File: config.mk
export PLATFORM = sky130hd
export DESIGN_NAME = ifu_inst_queue
export DESIGN_NICKNAME = d
export VERILOG_FILES = /design/src/rtl/ifu_pkg.sv /design/src/rtl/ifu_inst_queue.sv
export SDC_FILE = /design/constraint.sdc
export NUM_CORES = 1
export LEC_CHECK = 0
export BUFFER_PORTS_ARGS = -buffer_cell sky130_fd_sc_hd__buf_2
export CAP_MARGIN = 40
export CELL_PAD_IN_SITES_DETAIL_PLACEMENT = 0
export CELL_PAD_IN_SITES_GLOBAL_PLACEMENT = 1
export CORE_MARGIN = 2
export CORE_UTILIZATION = 45
export CTS_CLUSTER_SIZE = 30
export DETAILED_ROUTE_END_ITERATION = 6
export GPL_TIMING_DRIVEN = 0
export PLACE_DENSITY = 0.76
export SLEW_MARGIN = 20
export SYNTH_ARGS = -nofsm -noshare
export SYNTH_HDL_FRONTEND = slang
export SYNTH_SLANG_ARGS = --single-unit
File: constraint.sdc
create_clock -name clk -period 3.17 [get_ports clk]
set_input_delay 0.1585 -clock clk [delete_from_list [all_inputs] [get_ports clk]]
set_output_delay 0.1585 -clock clk [all_outputs]
set_load 0.02 [all_outputs]
File: src/rtl/ifu_pkg.sv
// Shared types and constants for the IFU instruction queue.
package ifu_pkg;

    localparam int unsigned INST_DATA_WIDTH = 32;
    localparam int unsigned INST_ADDR_WIDTH = 32;

    localparam logic [INST_DATA_WIDTH-1:0] INST_NOP = 32'h0000_0013;

    typedef struct packed {
        logic                       err;
        logic [INST_ADDR_WIDTH-1:0] addr;
        logic [INST_DATA_WIDTH-1:0] inst;
    } ifq_entry_t;

endpackage

File: src/rtl/ifu_inst_queue.sv
// Fetch-to-decode instruction FIFO with flush, back-pressure and overflow reporting.
module ifu_inst_queue
    import ifu_pkg::*;
#(
    parameter int unsigned DEPTH    = 4,
    parameter int unsigned AF_SLOTS = 2
) (
    input  logic                       clk,
    input  logic                       rst_n,
    input  logic [INST_DATA_WIDTH-1:0] inst_i,
    input  logic [INST_ADDR_WIDTH-1:0] inst_addr_i,
    input  logic                       inst_valid_i,
    input  logic                       resp_err_i,
    input  logic                       flush_i,
    input  logic                       stall_id_i,
    output logic [INST_DATA_WIDTH-1:0] inst_o,
    output logic [INST_ADDR_WIDTH-1:0] inst_addr_o,
    output logic                       inst_err_o,
    output logic                       inst_valid_o,
    output logic                       almost_full_o,
    output logic                       full_o,
    output logic                       overflow_o
);

    localparam int unsigned PTR_W = $clog2(DEPTH);
    localparam int unsigned CNT_W = PTR_W + 1;

    ifq_entry_t       mem_q [DEPTH];
    logic [PTR_W-1:0] wr_ptr_q, wr_ptr_d;
    logic [PTR_W-1:0] rd_ptr_q, rd_ptr_d;
    logic [CNT_W-1:0] count_q, count_d;
    logic             overflow_q, overflow_d;
    logic             push, pop;
    logic [31:0]      free_slots;
    ifq_entry_t       head;

    // Status flags come only from registered count: no decode-stall path into fetch.
    assign free_slots    = 32'(DEPTH) - 32'(count_q);
    assign full_o        = (32'(count_q) == 32'(DEPTH));
    assign almost_full_o = (free_slots <= 32'(AF_SLOTS));
    assign inst_valid_o  = (count_q != '0);
    assign overflow_o    = overflow_q;

    assign head        = mem_q[rd_ptr_q];
    assign inst_o      = inst_valid_o ? head.inst : INST_NOP;
    assign inst_addr_o = inst_valid_o ? head.addr : '0;
    assign inst_err_o  = inst_valid_o & head.err;

    assign pop  = inst_valid_o & ~stall_id_i & ~flush_i;
    assign push = inst_valid_i & ~flush_i & (~full_o | pop);

    always_comb begin
        wr_ptr_d   = wr_ptr_q;
        rd_ptr_d   = rd_ptr_q;
        count_d    = count_q;
        overflow_d = inst_valid_i & ~flush_i & full_o & ~pop;
        if (flush_i) begin
            rd_ptr_d = wr_ptr_q;
            count_d  = '0;
        end else begin
            if (push) wr_ptr_d = wr_ptr_q + 1'b1;
            if (pop)  rd_ptr_d = rd_ptr_q + 1'b1;
            if (push && !pop)      count_d = count_q + 1'b1;
            else if (pop && !push) count_d = count_q - 1'b1;
        end
    end

    always_ff @(posedge clk or negedge rst_n) begin
        if (!rst_n) begin
            wr_ptr_q   <= '0;
            rd_ptr_q   <= '0;
            count_q    <= '0;
            overflow_q <= 1'b0;
        end else begin
            wr_ptr_q   <= wr_ptr_d;
            rd_ptr_q   <= rd_ptr_d;
            count_q    <= count_d;
            overflow_q <= overflow_d;
        end
    end

    always_ff @(posedge clk) begin
        if (push) mem_q[wr_ptr_q] <= '{err: resp_err_i, addr: inst_addr_i, inst: inst_i};
    end

endmodule

==> results.py, run 1 <==
metrics = {
    "routing": {
        "ant_nets": 0,
        "wirelength_um": 20290,
        "drcViolationCount": 0,
        "routedWlPerCell_um": 19.83,
        "vias_per_cell": 5.231,
        "vias": 5351,
        "dr.pass1.iters": 6,
        "drt_iter0_drc": 292,
    },
    "setup_path": {
        "endpoint_kind": "register",
        "timing.rr.end": "mem_q[0][16]",
        "arrival_ns": 3.16,
        "r2r_setup_slack_ns": 0.22,
        "critPathKind": "reg -> reg",
        "r2r_cells": 8,
        "cp.required_ns": 3.39,
        "r2r-start": "count_q[0]",
        "crit_end": "mem_q[0][16]",
        "crit_path_start_kind": "register",
        "crit_path_max_fanout": 34,
        "cp-startpoint": "count_q[0]",
    },
    "sta": {
        "slew_headroom_pct": 57.16,
        "setup_viol": 0,
        "period_minus_slack_ns": 2.947,
        "fin_ws_ns": 0.2233,
        "slew_violations": 0,
        "rsz0062_at_grt": "no",
        "final-hold-violation-count": 0,
        "fmax_mhz": 339.4,
        "tightest_slew_ns": 0.6426,
        "finalCritPeriodShare_pct": 92.95,
        "fin_skew_ns": 0.005333,
    },
    "cts": {
        "cts_root_buf": "clkbuf_16",
        "clock_latency_ns": 0.53,
        "numCtsBuffers": 28,
        "htree_levels": 1,
        "clock-sinks": 268,
        "tritoncts": "done",
        "cts_buffer_depth": 3,
        "clk_pin_slew_ns": 0.06,
        "postCtsSetupBuffers": 0,
    },
    "cells_and_area": {
        "syn_to_final_growth_pct": 26.35,
        "finalNetCount": 794,
        "drive_above_1_share_pct": 36.14,
        "fillCellCount": 1703,
    },
    "yosys": {
        "synth_top_area_share_pct": 74.75,
        "yosys-top-cells-count": "260 x edfxtp_1, 66 x and2_1, 65 x mux4_2, 10 x clkbuf_1",
        "synth_warnings": 0,
        "syn_area_per_cell_um2": 21.99,
        "synth_cells": 475,
        "yosysSeqAreaShare_pct": 76.67,
        "synth-seq-cells": 268,
        "synth_nets": 554,
        "synth_edf_count": 260,
        "ys.flop_type": "edfxtp_1",
        "ys_types": 31,
        "syn-cell-area_um2": 10450,
        "yosysMostFrequentCell": "edfxtp_1",
        "yosys-top-cells-area": "edfxtp_1 75%, mux4_2 14%, and2_1 4.0%, dfrtp_1 1.9%, ha_1 0.96%",
        "synth_largest_area_cell": "edfxtp_1",
        "synthArstFlopShare_pct": 2.985,
    },
    "floorplan": {
        "core_um2": 22710,
        "initial_core_util_pct": 45.99,
        "ios": 139,
        "placementRows": 55,
        "die_x_um": 156.4,
        "die_h_um": 156.4,
        "die_area_um2": 24450,
    },
    "run_status": {
        "status": "finished, final reports clean",
    },
    "min_path": {
        "min_path_type": "in -> async",
    },
    "place": {
        "dpl.hpwl_um": 12270,
        "pre_cts_slack_ns": 0.1236,
        "port_buffers": 138,
        "gp_congestion": 0.7433,
    },
    "power": {
        "p_leak_nw": 4.672,
        "power_density_nw_per_um2": 893.6,
        "power_mw": 11.79,
        "ir_drop_v": 0.0005989,
    },
    "grt": {
        "antenna_found_initial": 1,
        "grt_start_max_net_pins": 38,
        "grt_overflow": 0,
        "grt_use_total_pct": 17.13,
        "grt_pass1_vias": 5881,
        "grt_pass1_wl_um": 32040,
    },
    "flow_run": {
        "max_cap_viol_count": 0,
    },
}
[timing repair]
item	CTS	global route
hold buffers	68	0
endpoints found under the setup margin	0	32
endpoints found under the hold margin	269	0
resized for setup	0	1
[placed cells by master (no fill, tap or decap), types with 4 or more instances in the layout]
cell           instances
and2_1                62
and2_4                 4
buf_12                 5
buf_2                143
clkbuf_1              13
clkbuf_16             29
clkinv_1              10
clkinv_2               4
dfrtp_1                8
dlygate4sd3_1         68
edfxtp_1             260
ha_1                   8
inv_1                  6
mux4_2                65
nand2_1                4
nor2_1                 6
or2_1                  4
[layer usage]
metal / track usage, % / wire, um / vias to the layer above
met5: 0 / 0 / -
met4: 4.762 / 479 / 0
met3: 4.099 / 1301 / 39
met2: 30.21 / 10390 / 174
met1: 21.25 / 8115 / 2734
li1: - / - / 2404
[report_power, final]
part / internal, mW / switching [mW] / leakage (nW)
Combinational: 1.83 / 2.39 / 1.78
Sequential: 4.31 / 0.105 / 2.46
Clock: 1.89 / 1.26 / 0.435
Total: 8.04 / 3.75 / 4.67
[critical path: stages (launching register included)]
cell      delay [ns]
dfrtp_1         0.36
inv_1           0.11
ha_1            0.25
ha_1            0.28
or2_1           0.25
clkbuf_1        0.21
a21oi_4         0.28
and2_4          0.56
buf_12          0.30
[kinds of logic after synthesis]
family,synth area share [%]
adders and majority gates,1.150
xor gates and xnor gates,0.2516
buffers and inverters,1.905
and+or+nand+nor,5.235
DFF,76.67
AOI/OAI and AO/OA,0.3593
muxes,14.43
[flip-flops by register name, indices dropped and copies added, names as in the netlist]
name	count
count_q	3
mem_q	260
overflow_o	1
rd_ptr_q	2
wr_ptr_q	2
[area by class of cell]
class	instances	area, um^2	area share (%)
Sequential cell	268	8008	60.67
Clock inverter	19	162.7	1.232
Tap cell	285	356.6	2.702
Antenna cell	2	5.005	0.03792
Clock buffer	32	737.0	5.584
Buffer	23	176.4	1.337
Multi-Input combinational cell	178	2256	17.09
Inverter	6	22.52	0.1706
Timing Repair Buffer	210	1474	11.17
[per-stage QoR]
stage	instances	TNS [ns]	hold WS [ns]	util (%)	cell area [um^2]
final	1023	0	0.03848	58.12	13200
after global placement	898	-122.04	0.01575	50.63	11500
after floorplan	475	0	-0.1371	-	10450
after global routing	1022	0	0.05382	58.10	13200
after detailed placement	902	0	0.02008	51.10	11600
after CTS	1021	0	0.001636	58.06	13190
[worst min-delay path by stage]
stage                  end  cells after the start  slack (ns)  startpoint
2_1_floorplan   count_q[0]                      0       -0.14       rst_n
3_3_place_gp    overflow_o                      1        0.02       rst_n
3_5_place_dp    overflow_o                      1        0.02       rst_n
4_1_cts        rd_ptr_q[1]                      2       0.002       rst_n
5_1_grt         count_q[2]                      2        0.05       rst_n
6_report        count_q[0]                      2        0.04       rst_n
(Power assumes the default switching activity.)
==> inputs of run 2 (changes only) <==
--- a/config.mk
+++ b/config.mk
@@ -14,7 +14,9 @@
 export CTS_CLUSTER_SIZE = 30
 export DETAILED_ROUTE_END_ITERATION = 6
 export GPL_TIMING_DRIVEN = 0
+export HOLD_SLACK_MARGIN = 0.08
 export PLACE_DENSITY = 0.76
+export SKIP_LAST_GASP = 1
 export SLEW_MARGIN = 20
 export SYNTH_ARGS = -nofsm -noshare
 export SYNTH_HDL_FRONTEND = slang
==> run 2 against run 1 <==
  * Sequential share of layout area decreased by 0.15 points
  * Sequential power about the same
  * Final area increased by 0.25%
  * First-iteration DRC count decreased by 6.5%
  * Clock power about the same
  * Maximum frequency decreased by 4.9%
  * Count of clock-buffer cells in the layout unchanged
  * Global-route usage about the same
  * Core utilization increased by 0.14 points
  * Highest routed layer unchanged
==> results.py, run 2 (same netlist as run 1, synthesis figures left out) <==
metrics = {
    "sta": {
        "period_minus_slack_ns": 3.098,
        "fin_skew_ns": 0.006128,
        "hold_ws_ns": 0.3792,
        "tightest_slew_ns": 0.6355,
        "slew_violations": 0,
        "finalCritPeriodShare_pct": 97.73,
        "setup_viol": 0,
        "fmax_mhz": 322.8,
        "final-hold-violation-count": 0,
        "slew_headroom_pct": 57.63,
    },
    "floorplan": {
        "die_area_um2": 24450,
        "core_um2": 22710,
        "ios": 139,
        "initial_core_util_pct": 45.99,
        "die_h_um": 156.4,
        "die_x_um": 156.4,
        "placementRows": 55,
    },
    "setup_path": {
        "r2r_cells": 11,
        "arrival_ns": 3.51,
        "endpoint_kind": "register",
        "critPathKind": "reg -> reg",
        "path_delay_family": "adder cells",
        "r2r_setup_slack_ns": 0.07,
        "path_buf_inv": 2,
        "r2r-start": "count_q[0]",
        "crit_chain": "inv_1, ha_1, ha_2, or2_1, nand2_1, nor2_1, fa_1, and3b_1, mux2i_1, nand3b_1, dlygate4sd3_1",
        "critPathMaxStageDelay_ns": 0.57,
        "crit_path_max_fanout": 7,
        "cp.required_ns": 3.58,
        "cpMaxStageDelayCell": "dlygate4sd3_1",
        "timing.rr.end": "count_q[2]",
        "crit_path_start_kind": "register",
    },
    "cells_and_area": {
        "top_regs": "mem_q x260, count_q x3",
        "regMostFlops": "mem_q",
        "most-common-layout-cells": "260 x edfxtp_1, 143 x buf_2, 72 x dlygate4sd3_1",
        "final_common_cell": "edfxtp_1",
        "drive_above_1_share_pct": 36.13,
        "fillCellCount": 1705,
        "syn_to_final_growth_pct": 26.67,
        "final_core_util_pct": 58.26,
        "largest_reg_flops": 260,
        "finalNetCount": 797,
        "fin_cells": 1026,
    },
    "place": {
        "numPlacedInstances": 902,
        "port_buffers": 138,
        "gp_congestion": 0.7433,
        "dpl.hpwl_um": 12270,
    },
    "cts": {
        "postCtsSetupBuffers": 0,
        "cts_root_buf": "clkbuf_16",
        "cts_buffer_depth": 3,
        "htree_levels": 1,
        "clk_pin_slew_ns": 0.06,
        "clock_latency_ns": 0.53,
        "numCtsBuffers": 28,
        "tritoncts": "done",
        "clock-sinks": 268,
    },
    "routing": {
        "vias_per_cell": 5.246,
        "routedWlPerCell_um": 19.89,
        "drt-met1-wl_um": 8180,
        "drcViolationCount": 0,
        "ant_nets": 0,
        "highest_layer": "met4",
        "dr.pass1.iters": 4,
        "wl_met3_um": 1256,
        "wirelength_um": 20410,
        "drt_iter0_drc": 273,
        "vias": 5382,
        "dr_wl_met2_um": 10500,
    },
    "power": {
        "p_leak_nw": 4.687,
        "power_density_nw_per_um2": 892.2,
        "swShare_pct": 31.80,
        "power_switching_mw": 3.754,
        "ir_drop_v": 0.0006010,
        "pwr-share-comb_pct": 35.9,
        "p_int_mw": 8.050,
        "clkPwrFrac_pct": 26.7,
        "pwr-share-seq_pct": 37.4,
        "power_mw": 11.80,
    },
    "min_path": {
        "hold_depth": 2,
        "whs_endpoint": "mem_q[2][62]",
        "hold_start": "inst_addr_i[30]",
        "min_path_type": "in -> reg",
    },
    "grt": {
        "antenna_found_initial": 1,
        "grt_overflow": 0,
        "grt_pass1_wl_um": 32140,
        "grt_start_max_net_pins": 38,
        "grt_use_total_pct": 17.18,
        "grt_pass1_vias": 5900,
    },
    "flow_run": {
        "max_cap_viol_count": 0,
    },
    "run_status": {
        "status": "finished, final reports clean",
    },
}
run 2: cell type report:
cell class | count | area [um^2] | area share (%)
clock inverter | 19 | 162.7 | 1.229
clock buffer | 32 | 737.0 | 5.570
antenna | 2 | 5.005 | 0.03783
multi-input combinational | 178 | 2252 | 17.02
timing repair buffer | 214 | 1514 | 11.44
sequential | 268 | 8008 | 60.53
buffer | 22 | 172.7 | 1.305
inverter | 6 | 22.52 | 0.1702
tap | 285 | 356.6 | 2.695
run 2: per-stage QoR:
step	setup slack, ns	instance area [um^2]	TNS (ns)
after floorplan	0.3619	10450	0
after global placement	-0.4781	11500	-122.04
after detailed placement	0.1236	11600	0
after CTS	0.02200	13230	0
after global routing	-0.04578	13230	-0.04578
final	0.07212	13230	0
run 2: per-layer routing:
layer  up-vias  GRT usage, %
met5         -             0
met4         0         4.762
met3        37         4.099
met2       182         30.31
met1      2752         21.29
li1       2411             -
run 2: power groups by stage:
stage | clock network [mW] | registers, mW | logic, mW
floorplan | 0 | 4.46 | 2.91
global placement | 0 | 4.49 | 4.13
detailed placement | 0 | 4.50 | 4.23
CTS | 3.23 | 4.42 | 4.33
global route | 3.37 | 4.44 | 4.61
finish | 3.15 | 4.41 | 4.24
run 2: how the worst max path moves through the flow:
stage | to | cells after the start | from
after global routing | count_q[2] | 10 | count_q[0]
after floorplan | mem_q[0][0] | 7 | count_q[0]
after CTS | count_q[2] | 12 | count_q[0]
after detailed placement | mem_q[0][10] | 8 | count_q[0]
after global placement | mem_q[0][30] | 7 | count_q[0]
final | count_q[2] | 11 | count_q[0]
run 2: timing repair:
item,CTS,global route
hold buffers,72,0
resized for setup,0,2
endpoints found under the hold margin,271,0
setup endpoints to repair,0,33
==> inputs of run 3 (changes only) <==
--- a/config.mk
+++ b/config.mk
@@ -11,11 +11,13 @@
 export CELL_PAD_IN_SITES_GLOBAL_PLACEMENT = 1
 export CORE_MARGIN = 2
 export CORE_UTILIZATION = 45
+export CTS_BUF_LIST = sky130_fd_sc_hd__clkbuf_4 sky130_fd_sc_hd__clkbuf_8 sky130_fd_sc_hd__clkbuf_16
 export CTS_CLUSTER_SIZE = 30
 export DETAILED_ROUTE_END_ITERATION = 6
-export GPL_TIMING_DRIVEN = 0
+export GPL_TIMING_DRIVEN = 1
 export HOLD_SLACK_MARGIN = 0.08
 export PLACE_DENSITY = 0.76
+export SETUP_SLACK_MARGIN = 0.4
 export SKIP_LAST_GASP = 1
 export SLEW_MARGIN = 20
 export SYNTH_ARGS = -nofsm -noshare
==> run 3 against run 2 <==
  * Critical endpoint is now mem_q[3][49]
  * Power down 0.97%
  * Non-clock buffer count is 13 lower
  * Register-to-register slack improved by 0.48 ns
  * Sequential cell count unchanged
  * Global-route usage fell by 0.22 points
  * Highest routed layer unchanged
  * First-iteration DRC count grew 30%
  * Clock skew increased by 0.0043 ns
  * Maximum frequency rose by 18%
  * Combinational power decreased by 5.9%
  * Via count fell by 1.9%
  * Core utilization fell by 0.36 points
==> results.py, run 3 (same netlist as run 1, synthesis figures left out) <==
metrics = {
    "grt": {
        "antenna_found_initial": 0,
        "grt_overflow": 0,
        "grt_pass1_wl_um": 31620,
        "grt_pass1_vias": 5691,
        "grt_start_max_net_pins": 37,
        "grt_use_total_pct": 16.95,
    },
    "sta": {
        "tightest_slew_ns": 0.5369,
        "fin_skew_ns": 0.01045,
        "fmax_mhz": 381.4,
        "fin_ws_ns": 0.5478,
        "period_minus_slack_ns": 2.622,
        "rsz0062_at_grt": "no",
        "final.setup.tns_ns": 0,
        "slew_violations": 0,
        "slew_headroom_pct": 64.21,
        "hold_ws_ns": 0.3915,
        "final-hold-violation-count": 0,
        "setup_viol": 0,
        "finalCritPeriodShare_pct": 82.72,
    },
    "cells_and_area": {
        "final_core_util_pct": 57.90,
        "top_regs": "mem_q x260, count_q x3",
        "antenna-diode-count": 0,
        "syn_to_final_growth_pct": 25.89,
        "regMostFlops": "mem_q",
        "final_common_cell": "edfxtp_1",
        "finalNetCount": 785,
        "drive_above_1_share_pct": 37.96,
        "largest_reg_flops": 260,
        "most-common-layout-cells": "260 x edfxtp_1, 138 x buf_2, 71 x dlygate4sd3_1",
    },
    "flow_run": {
        "max_cap_viol_count": 0,
    },
    "cts": {
        "cts_buffer_depth": 3,
        "postCtsSetupBuffers": 0,
        "cts_root_buf": "clkbuf_16",
        "clk_pin_slew_ns": 0.06,
        "tritoncts": "done",
        "clock-sinks": 268,
        "htree_levels": 1,
        "numCtsBuffers": 27,
        "clock_latency_ns": 0.52,
    },
    "routing": {
        "drcViolationCount": 0,
        "vias_per_cell": 5.218,
        "routedWlPerCell_um": 20.28,
        "wirelength_um": 20520,
        "vias": 5281,
        "drt_iter0_drc": 356,
        "ant_nets": 0,
        "dr.pass1.iters": 4,
    },
    "place": {
        "gp_congestion": 0.7763,
        "dpl.hpwl_um": 12750,
        "pre_cts_slack_ns": 0.3871,
        "port_buffers": 138,
    },
    "setup_path": {
        "worst_path_most_repeated_cell": "ha_1",
        "cp.required_ns": 3.38,
        "path_buf_inv": 2,
        "cpMaxStageDelayCell": "or2_1",
        "crit_path_start_kind": "register",
        "path_delay_family": "simple AND/OR/NAND/NOR gates",
        "endpoint_kind": "register",
        "crit_path_max_fanout": 36,
        "crit_chain": "inv_1, ha_1, ha_1, or2_1, a21oi_4, and2_4, buf_12",
        "r2r_cells": 7,
        "critPathKind": "reg -> reg",
        "critPathMaxStageDelay_ns": 0.38,
        "path_depth": 7,
        "arrival_ns": 2.83,
    },
    "power": {
        "p_leak_nw": 4.663,
        "power_density_nw_per_um2": 889.0,
        "power_mw": 11.69,
        "ir_drop_v": 0.0006170,
    },
    "floorplan": {
        "core_um2": 22710,
        "die_x_um": 156.4,
        "placementRows": 55,
        "initial_core_util_pct": 45.99,
        "die_h_um": 156.4,
        "ios": 139,
        "die_area_um2": 24450,
    },
    "min_path": {
        "min_path_type": "in -> reg",
        "hold_depth": 2,
    },
    "run_status": {
        "status": "finished, final reports clean",
    },
}
-- run 3: cell count changes in the layout (fill, tap and decap cells not counted), moves of 3 or more --
cell,change
clkbuf_4,+7
clkinv_1,-6
buf_4,+3
buf_2,-5
buf_16,-3
clkbuf_1,-12
-- run 3: through the flow --
| step | instance area [um^2] | std cells |
|---|---|---|
| after floorplan | 10450 | 475 |
| after global placement | 11500 | 889 |
| after detailed placement | 11500 | 889 |
| after CTS | 13110 | 1010 |
| after global routing | 13150 | 1012 |
| final | 13150 | 1012 |
-- run 3: area by class of cell --
| cell class | count | area [um^2] |
|---|---|---|
| multi-input combinational | 180 | 2271 |
| clock inverter | 15 | 158.9 |
| sequential | 268 | 8015 |
| tap | 285 | 356.6 |
| timing repair buffer | 223 | 1580 |
| clock buffer | 35 | 742.0 |
| inverter | 6 | 25.02 |
| fill | 1715 | 9560 |
-- run 3: path summary, 6_finish.rpt --
| path | from | to | slack [ns] |
|---|---|---|---|
| max | count_q[0] | mem_q[3][49] | 0.55 |
| min | inst_addr_i[16] | mem_q[2][48] | 0.39 |
| max reg2reg | count_q[0] | mem_q[3][49] | 0.55 |
| min reg2reg | wr_ptr_q[0] | rd_ptr_q[0] | 0.60 |
| max in group asynchronous | rst_n | rd_ptr_q[0] | 2.17 |
| min in group asynchronous | rst_n | rd_ptr_q[1] | 0.66 |
-- run 3: worst reg2reg max path, delay by kind of cell, from the launching register on --
| family | cells | cell delay [ns] |
|---|---|---|
| AND/OR/NAND/NOR | 2 | 0.72 |
| adder cells (fa/ha/maj) | 2 | 0.51 |
| buffers and inverters | 2 | 0.38 |
| AO/OA/AOI/OAI | 1 | 0.31 |
| flip-flops | 1 | 0.37 |
-- run 3: what timing repair did --
| action | in CTS | in global routing |
|---|---|---|
| setup endpoints to repair | 45 | 173 |
| gates cloned | 0 | 2 |
| hold buffers | 71 | 0 |
| gates resized for setup | 0 | 6 |
| endpoints found under the hold margin | 272 | 0 |
| pin swaps | 0 | 2 |
-- run 3: power by group --
| group | internal (mW) | switching (mW) | total [mW] | leakage, nW |
|---|---|---|---|---|
| Combinational | 1.76 | 2.23 | 3.99 | 1.75 |
| Sequential | 4.32 | 0.237 | 4.55 | 2.46 |
| Clock | 1.90 | 1.25 | 3.15 | 0.450 |
-- run 3: routing by layer --
layer / share of wire, % / wire, um / GRT usage (%) / vias to the layer above
li1: - / - / - / 2381
met1: 42 / 8613 / 22.21 / 2705
met5: 0 / 0 / 0 / -
met2: 52 / 10590 / 29.91 / 172
met3: 5.1 / 1042 / 2.852 / 23
met4: 1.3 / 277 / 3.888 / 0
